`src/rtl/eqv_sweep_ctrl.sv`:
```
// rtl/eqv_sweep_ctrl.sv - exhaustive equivalence sweep of a patched circuit against its golden copy
// Walks every input vector, waits for both circuits to settle, and counts output mismatches.
module eqv_sweep_ctrl #(
  parameter int NUM_IN = 3,
  parameter int SETTLE = 1
) (
  input  logic              clk,
  input  logic              rst,
  input  logic              start,
  input  logic              abort,
  output logic [NUM_IN-1:0] vec,
  input  logic [1:0]        dut_y,
  input  logic [1:0]        ref_y,
  output logic              busy,
  output logic              done,
  output logic              pass,
  output logic [NUM_IN:0]   mis_cnt,
  output logic [NUM_IN-1:0] fail_vec,
  output logic              fail_valid
);

  typedef enum logic [2:0] {
    S_IDLE,
    S_DRIVE,
    S_WAIT,
    S_CHECK,
    S_FIN
  } state_t;

  localparam logic [NUM_IN-1:0] LAST_VEC    = '1;
  localparam logic [3:0]        SETTLE_LAST = 4'(SETTLE - 1);

  state_t              r_state;
  state_t              w_next;
  logic [NUM_IN-1:0]   r_vec;
  logic [3:0]          r_wait;
  logic [NUM_IN:0]     r_mis_cnt;
  logic [NUM_IN-1:0]   r_fail_vec;
  logic                r_fail_valid;
  logic                r_pass;

  logic w_busy;
  logic w_done;
  logic w_begin;
  logic w_step;
  logic w_finish;
  logic w_count;
  logic w_abort;
  logic w_mismatch;

  assign w_mismatch = (dut_y != ref_y);

  always_ff @(posedge clk or posedge rst) begin
    if (rst) r_state <= S_IDLE;
    else     r_state <= w_next;
  end

  always_comb begin
    w_next   = r_state;
    w_busy   = 1'b0;
    w_done   = 1'b0;
    w_begin  = 1'b0;
    w_step   = 1'b0;
    w_finish = 1'b0;
    w_count  = 1'b0;
    w_abort  = 1'b0;
    case (r_state)
      S_IDLE: begin
        // start and abort together is treated as a cancelled request
        if (start && !abort) begin
          w_next  = S_DRIVE;
          w_begin = 1'b1;
        end
      end
      S_DRIVE: begin
        w_busy = 1'b1;
        if (abort) begin
          w_next  = S_IDLE;
          w_abort = 1'b1;
        end else begin
          w_next = S_WAIT;
        end
      end
      S_WAIT: begin
        w_busy = 1'b1;
        if (abort) begin
          w_next  = S_IDLE;
          w_abort = 1'b1;
        end else if (r_wait == SETTLE_LAST) begin
          w_next = S_CHECK;
        end
      end
      S_CHECK: begin
        w_busy = 1'b1;
        if (abort) begin
          w_next  = S_IDLE;
          w_abort = 1'b1;
        end else begin
          w_count = w_mismatch;
          if (r_vec == LAST_VEC) begin
            w_next   = S_FIN;
            w_finish = 1'b1;
          end else begin
            w_next = S_DRIVE;
            w_step = 1'b1;
          end
        end
      end
      S_FIN: begin
        w_done = 1'b1;
        w_next = S_IDLE;
      end
      default: w_next = S_IDLE;
    endcase
  end

  always_ff @(posedge clk or posedge rst) begin
    if (rst) begin
      r_vec        <= '0;
      r_wait       <= '0;
      r_mis_cnt    <= '0;
      r_fail_vec   <= '0;
      r_fail_valid <= 1'b0;
      r_pass       <= 1'b0;
    end else begin
      if (r_state == S_DRIVE)     r_wait <= '0;
      else if (r_state == S_WAIT) r_wait <= r_wait + 4'd1;

      if (w_begin) begin
        r_vec        <= '0;
        r_mis_cnt    <= '0;
        r_fail_valid <= 1'b0;
      end
      if (w_step) r_vec <= r_vec + {{(NUM_IN-1){1'b0}}, 1'b1};

      if (w_count) begin
        r_mis_cnt <= r_mis_cnt + {{NUM_IN{1'b0}}, 1'b1};
        if (!r_fail_valid) begin
          r_fail_vec   <= r_vec;
          r_fail_valid <= 1'b1;
        end
      end

      // the final vector's verdict is folded in here, before mis_cnt updates
      if (w_finish) r_pass <= (r_mis_cnt == '0) && !w_count;
      if (w_abort)  r_pass <= 1'b0;
    end
  end

  assign vec        = r_vec;
  assign busy       = w_busy;
  assign done       = w_done;
  assign pass       = r_pass;
  assign mis_cnt    = r_mis_cnt;
  assign fail_vec   = r_fail_vec;
  assign fail_valid = r_fail_valid;

endmodule
```
`config.mk`:
```
export PLATFORM = sky130hd
export DESIGN_NAME = eqv_sweep_ctrl
export DESIGN_NICKNAME = d
export VERILOG_FILES = /design/src/rtl/eqv_sweep_ctrl.sv
export SDC_FILE = /design/constraint.sdc
export NUM_CORES = 1
export LEC_CHECK = 0
export CORE_ASPECT_RATIO = 1.25
export CORE_UTILIZATION = 35
export DETAILED_ROUTE_END_ITERATION = 8
export HOLD_SLACK_MARGIN = 0.1
export PLACE_DENSITY = 0.7
export SLEW_MARGIN = 15
export SYNTH_ARGS = -nofsm -noshare
export SYNTH_HDL_FRONTEND = slang
export SYNTH_SLANG_ARGS = --single-unit
```
`constraint.sdc`:
```
create_clock -name clk -period 1.45 [get_ports clk]
set_clock_uncertainty 0.15 [all_clocks]
set_input_delay 0.435 -clock clk [delete_from_list [all_inputs] [get_ports clk]]
set_output_delay 0.435 -clock clk [all_outputs]
set_load 0.05 [all_outputs]
```
## Word level (Yosys, flattened, before mapping)

Index checks and enable logic that the tools add are counted.

- Flip-flop bits (word level): 19
- Input bits: 8
- Word-level logic and storage cells: 65

- $add $sub $neg: 3
- Equality and inequality tests: 8
- Muxes and demuxes: 32
- Bitwise logic cells: 1
- Reductions and logical operators: 14

Operators with widths:

| kind | count |
|---|---|
| two-way mux 3 bit | 7 |
| two-way mux 1 bit | 19 |
| two-way mux 4 bit | 4 |
| one-hot mux 3 bit (4 select lines) | 1 |
| adder 4 x 1 -> 4 bit (second input constant) | 2 |
| zero test 4 bit | 2 |
| nonzero test 2 bit | 4 |
| equality test 3 x 2 -> 1 bit (second input constant) | 2 |
| equality test 3 bit (second input constant) | 2 |
| AND reduction 2 bit | 2 |
| adder 3 x 1 -> 3 bit (second input constant) | 1 |
| equality test 3 x 1 -> 1 bit (second input constant) | 1 |
| zero test 3 bit | 1 |
| != test 3 bit (second input constant) | 1 |
| OR reduction 3 bit | 1 |
| logical AND 1 bit | 2 |
| zero test 1 bit | 2 |
| two-way mux 2 bit | 1 |
| != test 2 bit | 1 |
| != test 2 bit (second input constant) | 1 |
| inverter 1 bit | 1 |

## Logic depth before layout (Yosys ltp)

Gate-level depths: netlist (run 1).

- Depth after elaboration: 7
- Gate-level depth with buffers: 5
- Depth with buffers taken out: 5

## Worst setup path after synthesis (run 1)

No wires, ideal clock.

- Kind: register to output
- Start point: reg r_state[2]
- End point: out busy
- Data arrival time: 1.305 ns
- Slack: -0.440 ns
- Stages on the path, launching flop included: 3
- Buffers on the path: 1
- Cell sequence: dfrtp_1 clkbuf_1 nor2_1

- Word-level cells in the longest chain between the ends: 3
- Elaborated cells on any way between the ends: 5
- Classes of those cells: eq/ne: 3; mux: 1; reduce/logical: 1

RTL lines:

| item | RTL line | source |
|---|---|---|
| from (decl) | 33 | `state_t r_state;` |
| from (signal assigned) | 55 | `else r_state <= w_next;` |
| equality test 3 x 1 -> 1 bit / equality test 3 x 2 -> 1 bit (equally long branches) | 67 | `case (r_state)` |
| OR reduction 3 bit (no source line) (*) | n/a |  |
| two-way mux 1 bit (*) | 67 |  |
| to (decl) | 14 | `output logic busy,` |

Every way passes the cells marked *; elsewhere a longest branch is shown, timed or not.

## Worst setup path in the final report (run 1)

- Start point: reg r_state[1]
- End point: out busy

The elaborated chain is that of the path after synthesis.

==> impl_metrics.xml, run 1 <==
<?xml version="1.0" encoding="UTF-8"?>
<metrics>
  <group name="worst_setup_path">
    <metric name="crit_start" unit="">r_state[1]</metric>
    <metric name="cp_num_cells" unit="">4</metric>
    <metric name="worst_r2r_path_depth" unit="">5</metric>
    <metric name="crit_path_end_kind" unit="">primary output</metric>
    <metric name="crit_path_end" unit="">busy</metric>
    <metric name="arrival" unit="ns">1.20</metric>
    <metric name="worstSetupPathType" unit="">reg -&gt; out</metric>
    <metric name="crit_chain" unit="">nor2_4 -&gt; buf_12 -&gt; nor2_4 -&gt; buf_12</metric>
    <metric name="cpMaxStageDelayCell" unit="">dfrtp_1</metric>
    <metric name="path_max_fanout" unit="">2</metric>
    <metric name="rrSetupSlack" unit="ns">-0.25</metric>
    <metric name="rr_endpoint" unit="">mis_cnt[2]</metric>
    <metric name="setup.worst_path.start_class" unit="">flip-flop</metric>
    <metric name="timing.critical_path.required" unit="ns">0.87</metric>
    <metric name="path_delay_family" unit="">flip-flops</metric>
    <metric name="crit_buf_inv" unit="">2</metric>
    <metric name="crit-reg2reg-launch" unit="">r_state[1]</metric>
    <metric name="cp_slowest_stage_delay" unit="ns">0.43</metric>
  </group>
  <group name="detailed_routing">
    <metric name="detailed_route_via_count" unit="">939</metric>
    <metric name="detail_route.iter0.violations" unit="">16</metric>
    <metric name="routed_len_inst" unit="um">16.1</metric>
    <metric name="route.detailed.vias_per_inst" unit="">5.10</metric>
    <metric name="detailedRoute.firstPassIterationCount" unit="">4</metric>
    <metric name="antenna_left" unit="">0</metric>
    <metric name="drc" unit="">0</metric>
    <metric name="routed_wirelength" unit="mm">2.96</metric>
  </group>
  <group name="timing">
    <metric name="tightest_pin_transition" unit="ns">0.300</metric>
    <metric name="finalCritPeriodShare" unit="">1.23</metric>
    <metric name="unrepaired_setup_endpoints_after_global_routing" unit="">true</metric>
    <metric name="maximum_frequency_from_static_timing_analysis" unit="GHz">0.561</metric>
    <metric name="postLayoutSetupSlackWorst" unit="ns">-0.331</metric>
    <metric name="final.hold.worst_slack" unit="ns">0.273</metric>
    <metric name="final.min_clock_period" unit="ns">1.78</metric>
    <metric name="finalHoldViolations" unit="">0</metric>
    <metric name="setup_failing_eps_final" unit="">29</metric>
    <metric name="final_max_slew_viol_count" unit="">0</metric>
    <metric name="slew-limit-headroom" unit="">0.799</metric>
  </group>
  <group name="place">
    <metric name="finalWeightedCongestion" unit="">0.801</metric>
    <metric name="post-place-ws" unit="ns">-0.621</metric>
    <metric name="post-dp-hpwl" unit="mm">1.73</metric>
    <metric name="port_buffers" unit="">21</metric>
  </group>
  <group name="grt">
    <metric name="first_global_vias" unit="">998</metric>
    <metric name="antenna_found_initial" unit="">0</metric>
    <metric name="grt_pass1_wl" unit="mm">4.69</metric>
    <metric name="grt_max_degree" unit="">20</metric>
    <metric name="overflow" unit="">0</metric>
    <metric name="track_usage" unit="">0.212</metric>
  </group>
  <group name="min_path">
    <metric name="min_path_type" unit="">in -&gt; async</metric>
  </group>
  <group name="synth">
    <metric name="area_of_the_mapped_netlist" unit="mm2">0.00101</metric>
    <metric name="yosysTopAreaCellShare" unit="">0.472</metric>
    <metric name="post-synth-top-area-cell" unit="">dfrtp_1</metric>
    <metric name="mappedNetlistNets" unit="">108</metric>
    <metric name="seq_area_frac_synth" unit="">0.472</metric>
    <metric name="syn-mean-instance-area" unit="um2">10.7</metric>
    <metric name="number_of_register_bits_inferred_by_synthesis" unit="">19</metric>
    <metric name="syn_inst" unit="">94</metric>
    <metric name="yosysWarningCount" unit="">0</metric>
    <metric name="synth_cell_types" unit="">35</metric>
    <metric name="synth_area_leaders" unit="">dfrtp_1, ha_1, mux2_1</metric>
  </group>
  <group name="clocking">
    <metric name="root_buffer" unit="">clkbuf_4</metric>
    <metric name="cts.path.max_buffers" unit="">2</metric>
    <metric name="clk-insertion-delay-late" unit="ns">0.31</metric>
    <metric name="cts_tree" unit="">built</metric>
    <metric name="htreeDepth" unit="">1</metric>
    <metric name="tritoncts_buffers" unit="">3</metric>
    <metric name="clk_transition_reported_paths" unit="ns">0.11</metric>
    <metric name="holdBufCountCts" unit="">0</metric>
    <metric name="clock_sinks" unit="">19</metric>
  </group>
  <group name="floorplan">
    <metric name="core.rowCount" unit="">21</metric>
    <metric name="die_y" unit="um">62.0</metric>
    <metric name="chipWidth" unit="um">50.0</metric>
    <metric name="initial_core_util" unit="">0.372</metric>
    <metric name="core_area" unit="mm2">0.00271</metric>
    <metric name="total_die_area" unit="mm2">0.00310</metric>
    <metric name="io_pins" unit="">22</metric>
  </group>
  <group name="layout">
    <metric name="layout.cells.most_common_list" unit="">buf_4, buf_12, dfrtp_1</metric>
    <metric name="nNetsFinal" unit="">165</metric>
    <metric name="mostFrequentLayoutCell" unit="">buf_4</metric>
    <metric name="post_route_cells_drive_above_1_share" unit="">0.587</metric>
    <metric name="fillers" unit="">190</metric>
    <metric name="num_antenna_cells" unit="">0</metric>
    <metric name="area_growth_syn_to_layout" unit="%">88.7</metric>
  </group>
  <group name="pwr">
    <metric name="power.switching" unit="uW">784</metric>
    <metric name="combPwrFrac" unit="">0.536</metric>
    <metric name="leakage" unit="uW">0.000823</metric>
    <metric name="powerDensity" unit="mW/mm2">1100</metric>
    <metric name="cell_internal_pwr" unit="uW">1300</metric>
    <metric name="power.switching_fraction" unit="">0.375</metric>
    <metric name="pwr-share-seq" unit="">0.330</metric>
    <metric name="clock_power_share" unit="">0.133</metric>
    <metric name="vdd.ir_drop.worst" unit="V">0.000746</metric>
  </group>
  <group name="run_status">
    <metric name="run_status" unit="">complete, but fails checks</metric>
    <metric name="failed_checks" unit="">setup timing</metric>
  </group>
  <group name="job">
    <metric name="cap_viol_max_count" unit="">0</metric>
  </group>
</metrics>
per-layer routing:
layer	part of all wire	routed length, um	GRT usage	vias up
li1	-	-	-	448
met1	0.40	1190	0.228	465
met2	0.56	1660	0.429	23
met3	0.024	70	0.0268	3
met4	0.011	32	0.0653	0
met5	0	0	0	-
timing repair:
item,4_1_cts,5_1_grt
setup endpoints to repair,28,29
buffers inserted,19,1
gates resized for setup,35,7
pin swaps,13,9
worst min-delay path, delay by kind of cell:
| kind | cells | cell delay, ns |
|---|---|---|
| buffers and inverters | 3 | 0.65 |
synth_stat cells, drive strengths merged:
cell type and n:
dfrtp 19, nand4 1, o211ai 2, mux2 4, nand2 1, nand3 6, clkbuf 2, a21o 1
nor4 1, and2 2, nor2 7, a31oi 1, nor3b 2, and4bb 1, o2bb2ai 1, nor4b 1
inv 8, or4 1, o21ai 7, and2b 1, nor3 3, a311o 1, xnor2 1, a22o 2
xor2 3, nand2b 1, a22oi 2, ha 6, a21oi 4, o22ai 2
area by class of cell:
| type | count | area (um2) | area share |
|---|---|---|---|
| multi-input cells | 65 | 666 | 0.350 |
| repair buffers | 54 | 651 | 0.342 |
| flip-flops and latches | 19 | 485 | 0.255 |
| well taps | 34 | 42.5 | 0.0224 |
| inverters | 8 | 30.0 | 0.0158 |
| clock buffers | 4 | 26.3 | 0.0138 |
metrics by stage:
step	cells	cell area (um2)	power (uW)	util	TNS, ns
after floorplan	94	1070	1110	-	-1.32
after global placement	163	1590	1480	0.586	-5.99
after detailed placement	163	1590	1510	0.586	-6.42
after CTS	184	1860	2020	0.687	-3.40
after global routing	184	1900	2190	0.702	-4.77
final	184	1900	2090	0.702	-3.34
how the worst min path moves through the flow:
| stage | end | slack (ns) | cells after the start |
|---|---|---|---|
| after detailed placement | fail_vec[2] | 0.40 | 1 |
| after global placement | fail_vec[0] | 0.39 | 1 |
| after CTS | fail_vec[0] | 0.28 | 3 |
| after global routing | fail_valid | 0.28 | 3 |
| after floorplan | fail_valid | 0.24 | 1 |
| final | fail_vec[0] | 0.27 | 3 |
power groups by stage:
stage / Sequential (uW) / Clock [uW] / Combinational (uW)
2_1_floorplan: 795 / 0 / 317
3_5_place_dp: 707 / 0 / 804
4_1_cts: 685 / 284 / 1050
6_report: 690 / 278 / 1120
5_1_grt: 698 / 307 / 1190
3_3_place_gp: 703 / 0 / 777
cell families after synthesis:
kind of cell / synth area share
XOR/XNOR: 0.0348
adder cells (fa/ha/maj): 0.0745
AO/OA/AOI/OAI: 0.164
AND/OR/NAND/NOR: 0.173
multiplexers: 0.0447
buffers and inverters: 0.0373
flip-flops: 0.472
state kept, by name, indices dropped and copies added (netlist names):
register    count
mis_cnt         4
vec             3
pass            1
r_state         3
fail_vec        3
fail_valid      1
r_wait          4
Power figures use the tool's default switching activity.
==> run 2: changes to the inputs <==
- REMOVE_ABC_BUFFERS: default -> 1
==> impl_metrics.xml, run 2 (synthesis results as in run 1) <==
<?xml version="1.0" encoding="UTF-8"?>
<metrics>
  <group name="timing">
    <metric name="finalCritPeriodShare" unit="">1.21</metric>
    <metric name="final_max_slew_viol_count" unit="">0</metric>
    <metric name="slew-limit-headroom" unit="">0.807</metric>
    <metric name="tightest_pin_transition" unit="ns">0.289</metric>
    <metric name="postLayoutSetupSlackWorst" unit="ns">-0.307</metric>
    <metric name="setup_failing_eps_final" unit="">29</metric>
    <metric name="maximum_frequency_from_static_timing_analysis" unit="GHz">0.569</metric>
    <metric name="final.min_clock_period" unit="ns">1.76</metric>
    <metric name="finalHoldViolations" unit="">0</metric>
    <metric name="unrepaired_setup_endpoints_after_global_routing" unit="">true</metric>
    <metric name="final.hold.worst_slack" unit="ns">0.286</metric>
  </group>
  <group name="layout">
    <metric name="post_route_cells_drive_above_1_share" unit="">0.585</metric>
    <metric name="final_cell_count_no_fill" unit="">193</metric>
    <metric name="num_antenna_cells" unit="">0</metric>
    <metric name="nNetsFinal" unit="">174</metric>
    <metric name="area_growth_syn_to_layout" unit="%">96.8</metric>
    <metric name="layout.cells.most_common_list" unit="">buf_4, buf_12, dfrtp_1</metric>
    <metric name="mostFrequentLayoutCell" unit="">buf_4</metric>
  </group>
  <group name="worst_setup_path">
    <metric name="rr_endpoint" unit="">fail_vec[0]</metric>
    <metric name="crit_path_end_kind" unit="">primary output</metric>
    <metric name="setup.worst_path.start_class" unit="">flip-flop</metric>
    <metric name="path_max_fanout" unit="">7</metric>
    <metric name="crit_start" unit="">r_state[2]</metric>
    <metric name="rrSetupSlack" unit="ns">-0.27</metric>
    <metric name="arrival" unit="ns">1.17</metric>
    <metric name="worst_r2r_path_depth" unit="">5</metric>
    <metric name="crit-reg2reg-launch" unit="">r_state[2]</metric>
    <metric name="crit_path_end" unit="">done</metric>
    <metric name="worstSetupPathType" unit="">reg -&gt; out</metric>
    <metric name="timing.critical_path.required" unit="ns">0.87</metric>
  </group>
  <group name="floorplan">
    <metric name="die_y" unit="um">62.0</metric>
    <metric name="total_die_area" unit="mm2">0.00310</metric>
    <metric name="core.rowCount" unit="">21</metric>
    <metric name="initial_core_util" unit="">0.372</metric>
    <metric name="io_pins" unit="">22</metric>
    <metric name="chipWidth" unit="um">50.0</metric>
    <metric name="core_area" unit="mm2">0.00271</metric>
  </group>
  <group name="place">
    <metric name="post-dp-hpwl" unit="mm">1.82</metric>
    <metric name="port_buffers" unit="">21</metric>
    <metric name="placed_cells_incl_taps" unit="">166</metric>
    <metric name="finalWeightedCongestion" unit="">0.886</metric>
  </group>
  <group name="pwr">
    <metric name="powerDensity" unit="mW/mm2">1030</metric>
    <metric name="pwr-share-seq" unit="">0.336</metric>
    <metric name="combPwrFrac" unit="">0.530</metric>
    <metric name="clock_power_share" unit="">0.134</metric>
    <metric name="vdd.ir_drop.worst" unit="V">0.000697</metric>
    <metric name="power.switching" unit="uW">773</metric>
    <metric name="leakage" unit="uW">0.000881</metric>
    <metric name="cell_internal_pwr" unit="uW">1280</metric>
    <metric name="power.switching_fraction" unit="">0.377</metric>
  </group>
  <group name="grt">
    <metric name="first_global_vias" unit="">1035</metric>
    <metric name="antenna_found_initial" unit="">0</metric>
    <metric name="grt_pass1_wl" unit="mm">4.77</metric>
    <metric name="overflow" unit="">0</metric>
    <metric name="track_usage" unit="">0.214</metric>
    <metric name="grt_max_degree" unit="">20</metric>
  </group>
  <group name="run_status">
    <metric name="run_status" unit="">complete, but fails checks</metric>
    <metric name="failed_checks" unit="">setup timing</metric>
  </group>
  <group name="clocking">
    <metric name="htreeDepth" unit="">1</metric>
    <metric name="cts.path.max_buffers" unit="">2</metric>
    <metric name="clk-insertion-delay-late" unit="ns">0.30</metric>
    <metric name="clock_sinks" unit="">19</metric>
    <metric name="root_buffer" unit="">clkbuf_4</metric>
    <metric name="clk_transition_reported_paths" unit="ns">0.11</metric>
    <metric name="cts_tree" unit="">built</metric>
    <metric name="tritoncts_buffers" unit="">3</metric>
    <metric name="holdBufCountCts" unit="">0</metric>
  </group>
  <group name="detailed_routing">
    <metric name="detail_route.iter0.violations" unit="">12</metric>
    <metric name="detailedRoute.firstPassIterationCount" unit="">3</metric>
    <metric name="routed_len_inst" unit="um">15.7</metric>
    <metric name="drc" unit="">0</metric>
    <metric name="routed_wirelength" unit="mm">3.03</metric>
    <metric name="detailed_route_via_count" unit="">990</metric>
    <metric name="route.detailed.vias_per_inst" unit="">5.13</metric>
    <metric name="antenna_left" unit="">0</metric>
  </group>
  <group name="min_path">
    <metric name="min_path_type" unit="">in -&gt; async</metric>
  </group>
  <group name="job">
    <metric name="cap_viol_max_count" unit="">0</metric>
  </group>
</metrics>
[run 2: repair_timing]
item / CTS / global route
cloned: 0 / 0
setup buffers: 18 / 7
setup endpoints to repair: 29 / 30
pin swaps: 13 / 8
resized for setup: 47 / 12
[run 2: routing by layer]
metal / vias to the layer above / wire [um] / track usage
li1: 465 / - / -
met1: 496 / 1180 / 0.222
met2: 23 / 1710 / 0.404
met3: 6 / 91 / 0.0316
met4: 0 / 59 / 0.143
met5: - / 0 / 0
[run 2: area by class of cell]
type	count	area (um2)
Sequential cell	19	480
Tap cell	34	42.5
Fill cell	180	724
Multi-Input combinational cell	65	666
Clock buffer	4	26.3
Inverter	8	30.0
Timing Repair Buffer	63	737
[run 2: per-stage QoR]
| step | setup TNS (ns) | cell area [um2] | utilization | total power [uW] | setup slack, ns |
|---|---|---|---|---|---|
| 2_1_floorplan | -3.88 | 1000 | - | 1080 | -0.504 |
| 3_3_place_gp | -6.22 | 1550 | 0.572 | 1450 | -0.576 |
| 3_5_place_dp | -6.70 | 1550 | 0.572 | 1480 | -0.638 |
| 4_1_cts | -3.67 | 1870 | 0.693 | 2000 | -0.303 |
| 5_1_grt | -5.03 | 1980 | 0.732 | 2160 | -0.353 |
| 6_report | -3.74 | 1980 | 0.732 | 2050 | -0.307 |
[run 2: power by group through the flow]
stage,clock (uW),combinational [uW],sequential [uW]
2_1_floorplan,0,284,794
3_3_place_gp,0,770,681
3_5_place_dp,0,795,686
4_1_cts,283,1040,679
5_1_grt,318,1150,697
6_report,275,1090,688
[run 2: how the worst min path moves through the flow]
stage / start / endpoint / slack [ns] / depth (start not counted)
5_1_grt: rst / fail_vec[2] / 0.29 / 3
2_1_floorplan: rst / fail_valid / 0.24 / 1
3_3_place_gp: mis_cnt[1] / mis_cnt[1] / 0.37 / 2
6_report: rst / mis_cnt[0] / 0.29 / 3
4_1_cts: rst / vec[0] / 0.28 / 3
3_5_place_dp: fail_vec[1] / fail_vec[1] / 0.40 / 1
[run 2: critical path: stages (launching register included)]
cell	delay [ns]
dfrtp_1	0.43
buf_6	0.15
and2_4	0.16
buf_12	0.14
